## src/rtl/bram_port_arbiter.sv

```systemverilog
// Round-robin arbiter sharing one single-ported BRAM-style slave between NumReq requesters.
// One access in flight at a time; the response is held until its owner accepts it.
module bram_port_arbiter #(
    parameter int NumReq      = 2,
    parameter int DataWidth   = 64,
    parameter int AddrWidth   = 13,
    parameter int ReadLatency = 1
) (
    input  logic                            clk_i,
    input  logic                            rst_i,
    input  logic [NumReq-1:0]               req_valid_i,
    output logic [NumReq-1:0]               req_ready_o,
    input  logic [NumReq-1:0]               req_we_i,
    input  logic [NumReq*DataWidth/8-1:0]   req_wmask_i,
    input  logic [NumReq*AddrWidth-1:0]     req_addr_i,
    input  logic [NumReq*DataWidth-1:0]     req_wdata_i,
    output logic [NumReq-1:0]               resp_valid_o,
    input  logic [NumReq-1:0]               resp_ready_i,
    output logic [DataWidth-1:0]            resp_rdata_o,
    output logic                            bram_en_o,
    output logic                            bram_we_o,
    output logic [DataWidth/8-1:0]          bram_wmask_o,
    output logic [AddrWidth-1:0]            bram_addr_o,
    output logic [DataWidth-1:0]            bram_wdata_o,
    input  logic [DataWidth-1:0]            bram_rdata_i
);

    localparam int IdxW  = (NumReq > 1) ? $clog2(NumReq) : 1;
    localparam int StrbW = DataWidth / 8;
    localparam int CntW  = 3;
    // WAIT lasts ReadLatency-1 cycles; the counter holds the remaining cycles minus one.
    localparam logic [CntW-1:0] WaitLoad = CntW'((ReadLatency > 1) ? (ReadLatency - 2) : 0);
    localparam logic [IdxW-1:0] LastIdx  = IdxW'(NumReq - 1);

    typedef enum logic [1:0] {
        IDLE = 2'd0,
        WAIT = 2'd1,
        CAPT = 2'd2,
        RESP = 2'd3
    } state_t;

    state_t                state_r;
    state_t                state_n;
    logic [IdxW-1:0]       owner_r;
    logic [IdxW-1:0]       rr_ptr_r;
    logic                  is_write_r;
    logic [CntW-1:0]       wait_cnt_r;
    logic [CntW-1:0]       wait_cnt_n;
    logic [DataWidth-1:0]  resp_rdata_r;

    logic                  grant_valid_s;
    logic [IdxW-1:0]       grant_idx_s;
    logic                  grant_fire_s;
    logic                  hit_s;
    logic                  sel_we_s;
    logic [StrbW-1:0]      sel_wmask_s;
    logic [AddrWidth-1:0]  sel_addr_s;
    logic [DataWidth-1:0]  sel_wdata_s;

    // Round-robin search: first valid requester at distance 1..NumReq from rr_ptr_r.
    always_comb begin
        grant_valid_s = 1'b0;
        grant_idx_s   = {IdxW{1'b0}};
        hit_s         = 1'b0;
        for (int k = 1; k <= NumReq; k++) begin
            for (int i = 0; i < NumReq; i++) begin
                hit_s = !grant_valid_s && req_valid_i[i] &&
                        (((int'(rr_ptr_r) + k) % NumReq) == i);
                grant_idx_s   = hit_s ? IdxW'(i) : grant_idx_s;
                grant_valid_s = grant_valid_s | hit_s;
            end
        end
    end

    assign grant_fire_s = (state_r == IDLE) && grant_valid_s;

    // Select the granted requester's command fields.
    always_comb begin
        sel_we_s    = 1'b0;
        sel_wmask_s = {StrbW{1'b0}};
        sel_addr_s  = {AddrWidth{1'b0}};
        sel_wdata_s = {DataWidth{1'b0}};
        for (int i = 0; i < NumReq; i++) begin
            sel_we_s    = (grant_idx_s == IdxW'(i)) ? req_we_i[i] : sel_we_s;
            sel_wmask_s = (grant_idx_s == IdxW'(i)) ? req_wmask_i[i*StrbW +: StrbW] : sel_wmask_s;
            sel_addr_s  = (grant_idx_s == IdxW'(i)) ? req_addr_i[i*AddrWidth +: AddrWidth] : sel_addr_s;
            sel_wdata_s = (grant_idx_s == IdxW'(i)) ? req_wdata_i[i*DataWidth +: DataWidth] : sel_wdata_s;
        end
    end

    // Next-state and output decode; the slave command is driven in the grant cycle itself.
    always_comb begin
        state_n      = state_r;
        wait_cnt_n   = wait_cnt_r;
        req_ready_o  = {NumReq{1'b0}};
        resp_valid_o = {NumReq{1'b0}};
        bram_en_o    = 1'b0;
        bram_we_o    = 1'b0;
        bram_wmask_o = {StrbW{1'b0}};
        bram_addr_o  = {AddrWidth{1'b0}};
        bram_wdata_o = {DataWidth{1'b0}};
        case (state_r)
            IDLE: begin
                if (grant_valid_s) begin
                    req_ready_o[grant_idx_s] = 1'b1;
                    bram_en_o    = 1'b1;
                    bram_we_o    = sel_we_s;
                    bram_wmask_o = sel_we_s ? sel_wmask_s : {StrbW{1'b0}};
                    bram_addr_o  = sel_addr_s;
                    bram_wdata_o = sel_wdata_s;
                    wait_cnt_n   = WaitLoad;
                    state_n      = (ReadLatency > 1) ? WAIT : CAPT;
                end else begin
                    state_n = IDLE;
                end
            end
            WAIT: begin
                if (wait_cnt_r == {CntW{1'b0}}) begin
                    state_n = CAPT;
                end else begin
                    wait_cnt_n = wait_cnt_r - {{(CntW-1){1'b0}}, 1'b1};
                end
            end
            CAPT: begin
                state_n = RESP;
            end
            RESP: begin
                resp_valid_o[owner_r] = 1'b1;
                if (resp_ready_i[owner_r]) begin
                    state_n = IDLE;
                end else begin
                    state_n = RESP;
                end
            end
            default: begin
                state_n = IDLE;
            end
        endcase
    end

    // State, ownership, round-robin pointer and captured response data.
    always_ff @(posedge clk_i) begin
        if (rst_i) begin
            state_r      <= IDLE;
            owner_r      <= {IdxW{1'b0}};
            rr_ptr_r     <= LastIdx;
            is_write_r   <= 1'b0;
            wait_cnt_r   <= {CntW{1'b0}};
            resp_rdata_r <= {DataWidth{1'b0}};
        end else begin
            state_r    <= state_n;
            wait_cnt_r <= wait_cnt_n;
            if (grant_fire_s) begin
                owner_r    <= grant_idx_s;
                rr_ptr_r   <= grant_idx_s;
                is_write_r <= sel_we_s;
            end
            // Writes return zero so a stale read value never leaks to another requester.
            if (state_r == CAPT) begin
                resp_rdata_r <= is_write_r ? {DataWidth{1'b0}} : bram_rdata_i;
            end
        end
    end

    assign resp_rdata_o = resp_rdata_r;

endmodule

```

## config.mk

```make
export PLATFORM = sky130hd
export DESIGN_NAME = bram_port_arbiter
export DESIGN_NICKNAME = d
export VERILOG_FILES = /design/src/rtl/bram_port_arbiter.sv
export SDC_FILE = /design/constraint.sdc
export NUM_CORES = 1
export LEC_CHECK = 0
export ABC_CLOCK_PERIOD_IN_PS = 2660
export CAP_MARGIN = 30
export CORE_AREA = 10 10 145 147
export DETAILED_ROUTE_END_ITERATION = 7
export DIE_AREA = 0 0 155 157
export GPL_ROUTABILITY_DRIVEN = 0
export GPL_TIMING_DRIVEN = 0
export SLEW_MARGIN = 20
export SYNTH_ARGS = -nofsm -noshare
export SYNTH_HDL_FRONTEND = slang
export SYNTH_SLANG_ARGS = --single-unit
```

## constraint.sdc

```tcl
create_clock -name clk_i -period 2.66 [get_ports clk_i]
set_input_delay 0.798 -clock clk_i [delete_from_list [all_inputs] [get_ports clk_i]]
set_output_delay 0.798 -clock clk_i [all_outputs]
set_load 0.05 [all_outputs]
```

Word-level counts from Yosys, hierarchy flattened. Index checks and enable logic that the tools add are counted.

Flip-flop bits (word level): 72. Memory bits (read-only): 0. Memories: 0. Output and inout bits: 155. Bits of input ports: 242. Latch bits: 0. Bits in writable memories: 0.

Equal/unequal tests: 8. Add/subtract/negate cells: 3. Multipliers: 0. Divide/modulo/power cells: 0. Reductions and logical operators: 19. Bitwise gates (word level): 5. Muxes and demuxes: 35. $lt $le $gt $ge: 4. Shifts and indexed selects: 0.

Operator list (number): 64-bit two-way mux (4); 32-bit logical NOT (2); 13-bit two-way mux (3); 8-bit two-way mux (4); 1-bit two-way mux (12); 2-bit two-way mux (6); 1-bit logical AND (10); 2-bit == test, second input constant (4); 2-bit case mux with 4 select lines (1); 3-bit two-way mux (2); 2-bit != test, second input constant (3); 3-bit case mux with 2 select lines (1); 1-bit by 2-bit less-than comparator with 1-bit output, second input constant (2); 1-bit logical NOT (3); 3-bit logical NOT (1); 1-bit bitwise OR (3); 3-bit AND reduction (1); 3-bit by 1-bit subtractor with 3-bit output, second input constant (1); 1-bit adder, second input constant (2); 1-bit bitwise AND, first input constant (2); 1-bit demux with 1-bit select (2); 2-bit by 1-bit == test with 1-bit output, second input constant (1); 1-bit greater-or-equal comparator, second input constant (2); 2-bit logical NOT (1); 2-bit nonzero test (1).

Depth between registers and ports, before layout. Gate-level depths: netlist of the first run.

Depth in word-level cells: 22. Depth in mapped cells: 6. Mapped depth without buffers: 5.

Worst setup path before layout of the first run. No wires, ideal clock.

Path type: input-to-output. Start point: input req_valid_i[1]. End point: output bram_wmask_o[0]. Stages on the path: 4. Arrival time: 2842 ps. Data required time: 1862 ps. Buffers on the path: 1. Slack: -980 ps. Cells stage by stage: nor2_1 nor2_1 clkbuf_1 a21boi_0.

Cells in the longest elaborated chain, start to end: 15. Elaborated cells on any way between the ends: 19.

RTL lines: start: declaration (RTL line 11) `input logic [NumReq-1:0] req_valid_i,`; 1-bit logical AND (2 in a row) (RTL line 67) `hit_s = !grant_valid_s && req_valid_i[i] &&`; 1-bit bitwise OR (RTL line 70) `grant_valid_s = grant_valid_s | hit_s;`; 1-bit logical NOT (RTL line 67); 1-bit logical AND (2 in a row) (RTL line 67); 1-bit bitwise OR (RTL line 70); 1-bit logical NOT (RTL line 67); 1-bit logical AND (2 in a row) (RTL line 67); 1-bit two-way mux (RTL line 69) `grant_idx_s = hit_s ? IdxW'(i) : grant_idx_s;`; 8-bit two-way mux / 1-bit two-way mux (equally long branches) (RTL line 85, 84); 8-bit two-way mux (RTL line 108) `bram_wmask_o = sel_we_s ? sel_wmask_s : {StrbW{1'b0}};`; 8-bit two-way mux (*) (RTL line 104) `if (grant_valid_s) begin`; 8-bit two-way mux (*) (RTL line 102) `case (state_r)`; end: declaration (RTL line 22) `output logic [DataWidth/8-1:0] bram_wmask_o,`.

Every way passes the cells marked *; elsewhere a longest branch is shown, timed or not.

Worst setup path after layout of the first run.
Start point: input req_valid_i[0]. End point: output bram_wdata_o[40].

Cells in the longest elaborated chain, start to end: 16. Elaborated cells on any way between the ends: 19.

RTL lines: 1-bit logical AND (RTL line 67); 1-bit logical NOT (RTL line 67); 1-bit logical AND (2 in a row) (RTL line 67); 1-bit bitwise OR (RTL line 70); 1-bit logical NOT (RTL line 67); 1-bit logical AND (2 in a row) (RTL line 67); 1-bit bitwise OR (RTL line 70); 1-bit logical NOT (RTL line 67); 1-bit logical AND (2 in a row) (RTL line 67); 1-bit two-way mux (RTL line 69); 64-bit two-way mux (RTL line 87) `sel_wdata_s = (grant_idx_s == IdxW'(i)) ? req_wdata_i[i*DataWidth +: DataWidth] : sel_wdata_s;`; 64-bit two-way mux (*) (RTL line 104); 64-bit two-way mux (*) (RTL line 102); end: declaration (RTL line 24) `output logic [DataWidth-1:0] bram_wdata_o,`.

Marks and branches as above.

==> summary.md, run 1 <==
| Metric | Value |
|---|---|
| Die height | `157 um` |
| Antenna-violating nets left | `0` |
| Clk sink count | `72` |
| Most frequent cells in the layout | `300 x clkdlybuf4s50_1, 72 x dfxtp_1, 66 x nand2_1, 66 x a21oi_1, 64 x nand3b_1` |
| DP Cell Count | `1090` |
| Die footprint | `24300 um^2` |
| FMAX | `345 MHz` |
| Fillers | `1682` |
| Die Wd | `155 um` |
| GRT Total Usage | `0.201` |
| Port Buffer Count | `393` |
| Crit end category | `primary output` |
| Setup ws final | `-236 ps` |
| Worst skew pair latency | `340 ps` |
| Worst slew margin | `0.586` |
| Async SR Flop Fraction | `0` |
| Syn Area/Cell | `8.25 um^2` |
| Tcrit/Tclk final | `1.09` |
| Io pins | `397` |
| Synth area leaders | `dfxtp_1 38%, a22o_1 18%, nand3b_1 13%` |
| Lkg Pwr | `0.00373 uW` |
| Actual slew at the worst max-slew pin | `621 ps` |
| R2R depth | `5` |
| Cell area after synthesis | `3820 um^2` |
| VDD IR max | `305 uV` |
| Max Cap Viol | `0` |
| Fin. max-slew vios | `0` |
| Final count of negative-setup-slack endpoints | `87` |
| Initial core utilization | `0.208` |
| Crit path launch type | `primary input` |
| RSZ-0062 raised after global routing | `true` |
| Fraction of layout cells with a size suffix above 1 | `0.278` |
| TNS Setup | `-15320 ps` |
| FF-to-FF Start | `state_r[0]` |
| Area delta synth->final | `151%` |
| Sw Pwr | `1700 uW` |
| Drt drc | `0` |
| Drt total wl | `26.3 mm` |
| Leading area contributor after synthesis | `dfxtp_1` |
| Crit-path slowest cell | `or3b_4` |
| Failing checks | `negative setup slack` |
| Multi-input gate area | `2780 um^2` |
| Vias in the first global route | `5316` |
| Top cell type's share of synthesized area | `0.377` |
| Initial antenna violation count | `2` |
| Max FO, Critical Path | `8` |
| Cell Count, Final, Fillers Out | `1121` |
| Outcome | `finished, violations left` |
| Cells after synthesis | `463` |
| CP cell instances | `buf_8 > or3b_4 > a21oi_4 > buf_12 > buf_12 > clkbuf_16 > a22o_4 > buf_8` |
| First-pass iteration count of the detailed router | `5` |
| Site row count | `50` |
| Reg2Reg Setup Slack | `890 ps` |
| Synth Flop Type | `dfxtp_1` |
| First-pass GRT wire length | `36.5 mm` |
| Final Hold Viols | `0` |
| Layout Nets | `1125` |
| Most common cell after layout, fill and taps aside | `clkdlybuf4s50_1` |
| Flops & latches, synth | `72` |
| Post-synth EDFFs | `0` |
| Distinct cells, synth | `35` |
| Kind of critical path | `in2out` |
| Register area | `1440 um^2` |
| Sequential Power Share | `0.262` |
| PwrDens | `475 nW/um^2` |
| TritonCTS buffer count | `9` |
| Iteration-0 DRC count of the detailed router | `209` |
| Root Driver | `clkbuf_16` |
| Internal Power | `2860 uW` |
| Vias/cell | `4.74` |
| HP Class | `reg2reg` |
| Net Count, Synth | `707` |
| H-tree lvl count | `3` |
| Worst setup path endpoint | `bram_wdata_o[40]` |
| Worst endpoint required time | `1860 ps` |
| Final Critical Period | `2900 ps` |
| Largest stage delay, worst path | `390 ps` |
| CTS tree | `yes` |
| GRT overflow | `0` |
| Routed len/inst | `23.5 um` |
| Sw Share | `0.373` |
| Worst R2R End | `resp_rdata_o[6]` |
| Maximum clock insertion buffer count | `2` |
| CP startpoint | `req_valid_i[0]` |
| Worst path arrival time | `2100 ps` |
| Clk slew on worst S/H paths | `50 ps` |
| Clock skew | `7.58 ps` |
| CORE AREA | `18300 um^2` |
| Vias | `5314` |
| Largest net degree at the start of global routing | `12` |
| Comb power frac | `0.491` |
| Post-DP HPWL | `21.8 mm` |
| Ys Warns | `0` |
| Clk pwr share | `0.247` |
| Seq/Total Area, Yosys | `0.377` |
## state kept, by name (all words and copies together), names as in the netlist
name / flops
rr_ptr_r: 1
state_r: 2
wait_cnt_r: 3
resp_rdata_o: 64
is_write_r: 1
owner_r: 1
## area by class of cell
type	instances	area share
Antenna cell	2	0.000521
Buffer	49	0.0351
Clock buffer	12	0.0267
Clock inverter	3	0.00182
Inverter	5	0.00195
Multi-Input combinational cell	336	0.289
Sequential cell	72	0.150
Tap cell	234	0.0305
Timing Repair Buffer	408	0.464
## power groups by stage
stage          Combinational [uW]  Clock (uW)  Sequential (uW)
6_report                     2240        1130             1190
3_5_place_dp                 2000           0             1220
2_1_floorplan                 889           0             1440
3_3_place_gp                 2000           0             1210
4_1_cts                      2200        1170             1190
5_1_grt                      2340        1210             1200
## cell families (layout without fill, tap and decap cells)
kind of cell,after synthesis,in the layout,share of synthesized area
compound gates,164,164,0.306
fa+ha+maj,2,2,0.00655
buf+inv,55,477,0.0603
flops,72,72,0.377
mux,2,2,0.00524
other cells,0,2,0
simple gates,168,168,0.244
## worst min path at each step
stage / depth (start not counted) / slack, ps / endpoint / start
after detailed placement: 2 / 440 / resp_rdata_o[12] / resp_rdata_o[12]
after global routing: 2 / 460 / resp_rdata_o[13] / resp_rdata_o[13]
after global placement: 2 / 440 / resp_rdata_o[58] / resp_rdata_o[58]
after CTS: 2 / 450 / resp_rdata_o[0] / resp_rdata_o[0]
after floorplan: 2 / 470 / wait_cnt_r[0] / wait_cnt_r[0]
final: 2 / 450 / resp_rdata_o[61] / resp_rdata_o[61]
## synthesized netlist by cell type, types with 3 or more instances
library cell,number
a21boi_0,8
a21oi_1,66
a22o_1,77
and3_1,3
buf_1,6
buf_2,10
buf_4,3
clkbuf_1,31
dfxtp_1,72
inv_1,5
nand2_1,66
nand3_1,16
nand3b_1,64
nor2_1,8
## per-stage QoR
stage	hold WS [ps]	utilization	total power (uW)	instance area (um^2)	setup slack, ps
floorplan	466	-	2330	4250	-116
global placement	437	0.462	3210	8470	-1700
detailed placement	443	0.462	3210	8470	-1710
CTS	450	0.509	4560	9330	-251
global route	464	0.524	4750	9600	-280
finish	446	0.524	4560	9600	-236
## layer usage
metal,up-vias,part of all wire,wire length (um),global-route usage
met4,0,0.012,319,0.0378
met3,25,0.10,2640,0.0882
met5,-,0,0,0
met2,239,0.50,13300,0.357
li1,2538,-,-,-
met1,2512,0.38,10100,0.217
## critical path, delay by kind of cell
kind	cells	cell delay, ps
compound gates	2	250
simple gates	1	390
buf+inv	5	650
## repair_timing
| action | 4_1_cts | 5_1_grt |
|---|---|---|
| pin swaps | 3 | 15 |
| gates cloned | 3 | 1 |
| setup endpoints to repair | 91 | 89 |
| setup buffers | 4 | 8 |
| hold buffers | 0 | 0 |
| gates resized for setup | 723 | 47 |
Note: power is estimated with default switching activity, not from simulation.
==> inputs of run 2 (changes only) <==
- ABC_AREA: default -> 1
- ABC_CLOCK_PERIOD_IN_PS: 2660 -> 3450
- CORE_AREA: 10 10 145 147 -> 10 10 147 149
- DIE_AREA: 0 0 155 157 -> 0 0 157 159
- clock period: 2.66 -> 3.45 ns (I/O delays scaled with it)
==> run 2 against run 1 <==
Highest routed layer is now met5. Area after synthesis fell by 4.1%. Sequential share of layout area is 2.8 points higher. Clock-buffer cell count decreased by 1. Sequential power fell by 9%. Cell count up 0.54%. The run now ends clean. Clock skew is 3.4 ps lower. Global-route usage fell by 3.0 points. Power is 24% higher. Via count fell by 3.8%.
==> summary.md, run 2 <==
| Metric | Value |
|---|---|
| Pre-CTS setup slack | `-883 ps (was -1710 ps)` |
| Largest stage delay, worst path | `560 ps (was 390 ps)` |
| Fraction of layout cells with a size suffix above 1 | `0.164 (was 0.278)` |
| Lkg Pwr | `0.00333 uW (was 0.00373 uW)` |
| Vias/cell | `4.54 (was 4.74)` |
| Post-synth EDFFs | `0 (unchanged)` |
| Die footprint | `25000 um^2 (was 24300 um^2)` |
| Setup ws final | `50.6 ps (was -236 ps)` |
| Most frequent cells in the layout | `304 x clkdlybuf4s50_1, 103 x nand2_1, 77 x a22o_1 (was 300 x clkdlybuf4s50_1, 72 x dfxtp_1, 66 x nand2_1, 66 x a21oi_1, 64 x nand3b_1)` |
| PwrDens | `699 nW/um^2 (was 475 nW/um^2)` |
| GRT Total Usage | `0.171 (was 0.201)` |
| Max Cap Viol | `0 (unchanged)` |
| Post-CTS Setup Inserts | `0 (was 4)` |
| Most common cell after layout, fill and taps aside | `clkdlybuf4s50_1 (unchanged)` |
| Crit end category | `primary output (unchanged)` |
| Drt total wl | `23.1 mm (was 26.3 mm)` |
| Kind of critical path | `in2out (unchanged)` |
| Initial antenna violation count | `5 (was 2)` |
| Worst path arrival time | `2360 ps (was 2100 ps)` |
| Final count of negative-setup-slack endpoints | `0 (was 87)` |
| Post-cts hold buffer count | `0 (unchanged)` |
| First-pass GRT wire length | `32.8 mm (was 36.5 mm)` |
| Worst slew margin | `0.619 (was 0.586)` |
| Seq/Total Area, Yosys | `0.393 (was 0.377)` |
| Most frequent cells after synthesis | `104 x nand2_1, 77 x a22o_1, 75 x a21oi_1, 72 x dfxtp_1, 68 x nand3_1 (was 77 x a22o_1, 72 x dfxtp_1, 66 x a21oi_1, 66 x nand2_1, 64 x nand3b_1)` |
| Max FO, Critical Path | `6 (was 8)` |
| Area delta synth->final | `121% (was 151%)` |
| Count leader, synth | `nand2_1 (was a22o_1)` |
| Actual slew at the worst max-slew pin | `571 ps (was 621 ps)` |
| Iteration-0 DRC count of the detailed router | `204 (was 209)` |
| Net Count, Synth | `723 (was 707)` |
| Routed len/inst | `20.5 um (was 23.5 um)` |
| Worst skew pair latency | `330 ps (was 340 ps)` |
| Crit path launch type | `primary input (unchanged)` |
| Async SR Flop Fraction | `0 (unchanged)` |
| Io pins | `397 (unchanged)` |
| Clock skew | `4.18 ps (was 7.58 ps)` |
| CTS tree | `yes (unchanged)` |
| Leading area contributor after synthesis | `dfxtp_1 (unchanged)` |
| GRT overflow | `0 (unchanged)` |
| Final Critical Period | `3400 ps` |
| HP Class | `reg2reg (unchanged)` |
| Syn Area/Cell | `7.65 um^2 (was 8.25 um^2)` |
| Flops & latches, synth | `72 (unchanged)` |
| Drt drc | `0 (unchanged)` |
| CORE AREA | `18600 um^2 (was 18300 um^2)` |
| Fin. max-slew vios | `0 (unchanged)` |
| Root Driver | `clkbuf_16 (unchanged)` |
| First-pass iteration count of the detailed router | `6 (was 5)` |
| Final Hold Viols | `0 (unchanged)` |
| Die Wd | `157 um (was 155 um)` |
| Crit-path slowest cell | `clkdlybuf4s15_1 (was or3b_4)` |
| Tcrit/Tclk final | `0.985` |
| Synth Flop Type | `dfxtp_1 (unchanged)` |
| Ys Warns | `0 (unchanged)` |
| Max reg flops | `64 (unchanged)` |
| Post-DP HPWL | `19.3 mm (was 21.8 mm)` |
| Vias in the first global route | `5090 (was 5316)` |
| Distinct cells, synth | `22 (was 35)` |
| H-tree lvl count | `3 (unchanged)` |
| Die height | `159 um (was 157 um)` |
| Antenna-violating nets left | `0 (unchanged)` |
| Top cell type's share of synthesized area | `0.393 (was 0.377)` |
| Vias | `5112 (was 5314)` |
| Cells after synthesis | `479 (was 463)` |
| Layout Nets | `1129 (was 1125)` |
| VDD IR max | `327 uV (was 305 uV)` |
| Worst endpoint required time | `2410 ps (was 1860 ps)` |
| CP cell instances | `dlygate4sd2_1 > nand2_2 > nand3_4 > nand2_1 > clkdlybuf4s15_1 (was buf_8 > or3b_4 > a21oi_4 > buf_12 > buf_12 > clkbuf_16 > a22o_4 > buf_8)` |
| Initial core utilization | `0.197 (was 0.208)` |
| Synth area leaders | `dfxtp_1 39%, a22o_1 18%, nand2_1 11% (was dfxtp_1 38%, a22o_1 18%, nand3b_1 13%)` |
| Fin Hold WS | `462 ps (was 446 ps)` |
| Fillers | `1880 (was 1682)` |
| Clk sink count | `72 (unchanged)` |
| Port Buffer Count | `395 (was 393)` |
| Cell Count, Final, Fillers Out | `1127 (was 1121)` |
| TritonCTS buffer count | `9 (unchanged)` |
| Site row count | `50 (unchanged)` |
| Total Power | `5660 uW (was 4560 uW)` |
| Clk slew on worst S/H paths | `60 ps (was 50 ps)` |
| FMAX | `294 MHz` |
| DP Cell Count | `1108 (was 1090)` |
| Largest net degree at the start of global routing | `13 (was 12)` |
| Cell area after synthesis | `3660 um^2 (was 3820 um^2)` |
| Outcome | `finished, final reports clean (was finished, violations left)` |
| Maximum clock insertion buffer count | `2 (unchanged)` |
==> run 2: cell types whose count changed in the layout (fill, tap and decap cells not counted), moves of 9 or more <==
cell      change
buf_8        -44
a22o_4       -41
buf_12       -15
a22o_1       +77
nand3b_1     -64
nand2_1      +37
buf_4        +51
clkbuf_1     -11
a22o_2       -36
buf_6        -27
nand3_1      +60
inv_1         +9
buf_2        +28
==> run 2: cells by family (layout without fill, tap and decap cells) <==
kind of cell / Yosys count / in the layout / synth area share
adder cells (fa/ha/maj): 2 / 2 / 0.00683
buffers and inverters: 62 / 473 / 0.0844
AO/OA/AOI/OAI: 156 / 156 / 0.293
AND/OR/NAND/NOR: 186 / 186 / 0.220
flip-flops: 72 / 72 / 0.393
XOR/XNOR: 1 / 1 / 0.00239
other: 0 / 3 / 0
==> run 2: critical path: cells and delay by family <==
kind / cells / cell delay, ps
and+or+nand+nor: 3 / 490
buffers and inverters: 2 / 830
==> run 2: timing repair <==
item                                    in CTS  in global routing
hold endpoints to repair                     0                  0
pin swaps                                    0                  1
resized for setup                          513                 21
endpoints found under the setup margin      89                 47
==> run 2: layout make-up <==
class                      instances  area, um^2  share of cell area
timing repair buffer             395        3740               0.461
tap                              234         293              0.0361
clock inverter                     5         103              0.0127
inverter                          19        78.8             0.00973
multi-input combinational        345        1940               0.239
clock buffer                      11         253              0.0312
sequential                        72        1440               0.178
antenna                            3        7.51            0.000926
buffer                            43         251              0.0310
==> run 2: worst paths after layout <==
kind                                  startpoint                to  slack [ps]  depth (start not counted)
worst max register to register        state_r[1]  resp_rdata_o[56]        2110                          5
worst min-delay path            resp_rdata_o[49]  resp_rdata_o[49]         460                          2
worst min register to register  resp_rdata_o[49]  resp_rdata_o[49]         460                          2
worst max-delay path              req_valid_i[0]         bram_en_o          50                          5
==> run 2: layer usage <==
| metal | up-vias | wire length, um | GRT usage |
|---|---|---|---|
| met5 | - | 27 | 0 |
| met4 | 4 | 330 | 0.0429 |
| met3 | 21 | 2370 | 0.0756 |
| met2 | 237 | 12200 | 0.316 |
| met1 | 2338 | 8160 | 0.169 |
| li1 | 2512 | - | - |
==> run 2: through the flow <==
step	TNS (ps)	instance area, um^2	utilization
after CTS	0	8040	0.433
after global routing	-2.19	8100	0.436
after floorplan	-2060	3660	-
after global placement	-71000	7910	0.426
final	0	8100	0.436
after detailed placement	-71100	7910	0.426
==> run 2: power breakdown <==
| group | internal, uW | switching (uW) | total [uW] |
|---|---|---|---|
| registers | 993 | 85.5 | 1080 |
| logic | 1180 | 2290 | 3480 |
| clock network | 745 | 363 | 1110 |
| total | 2920 | 2740 | 5660 |
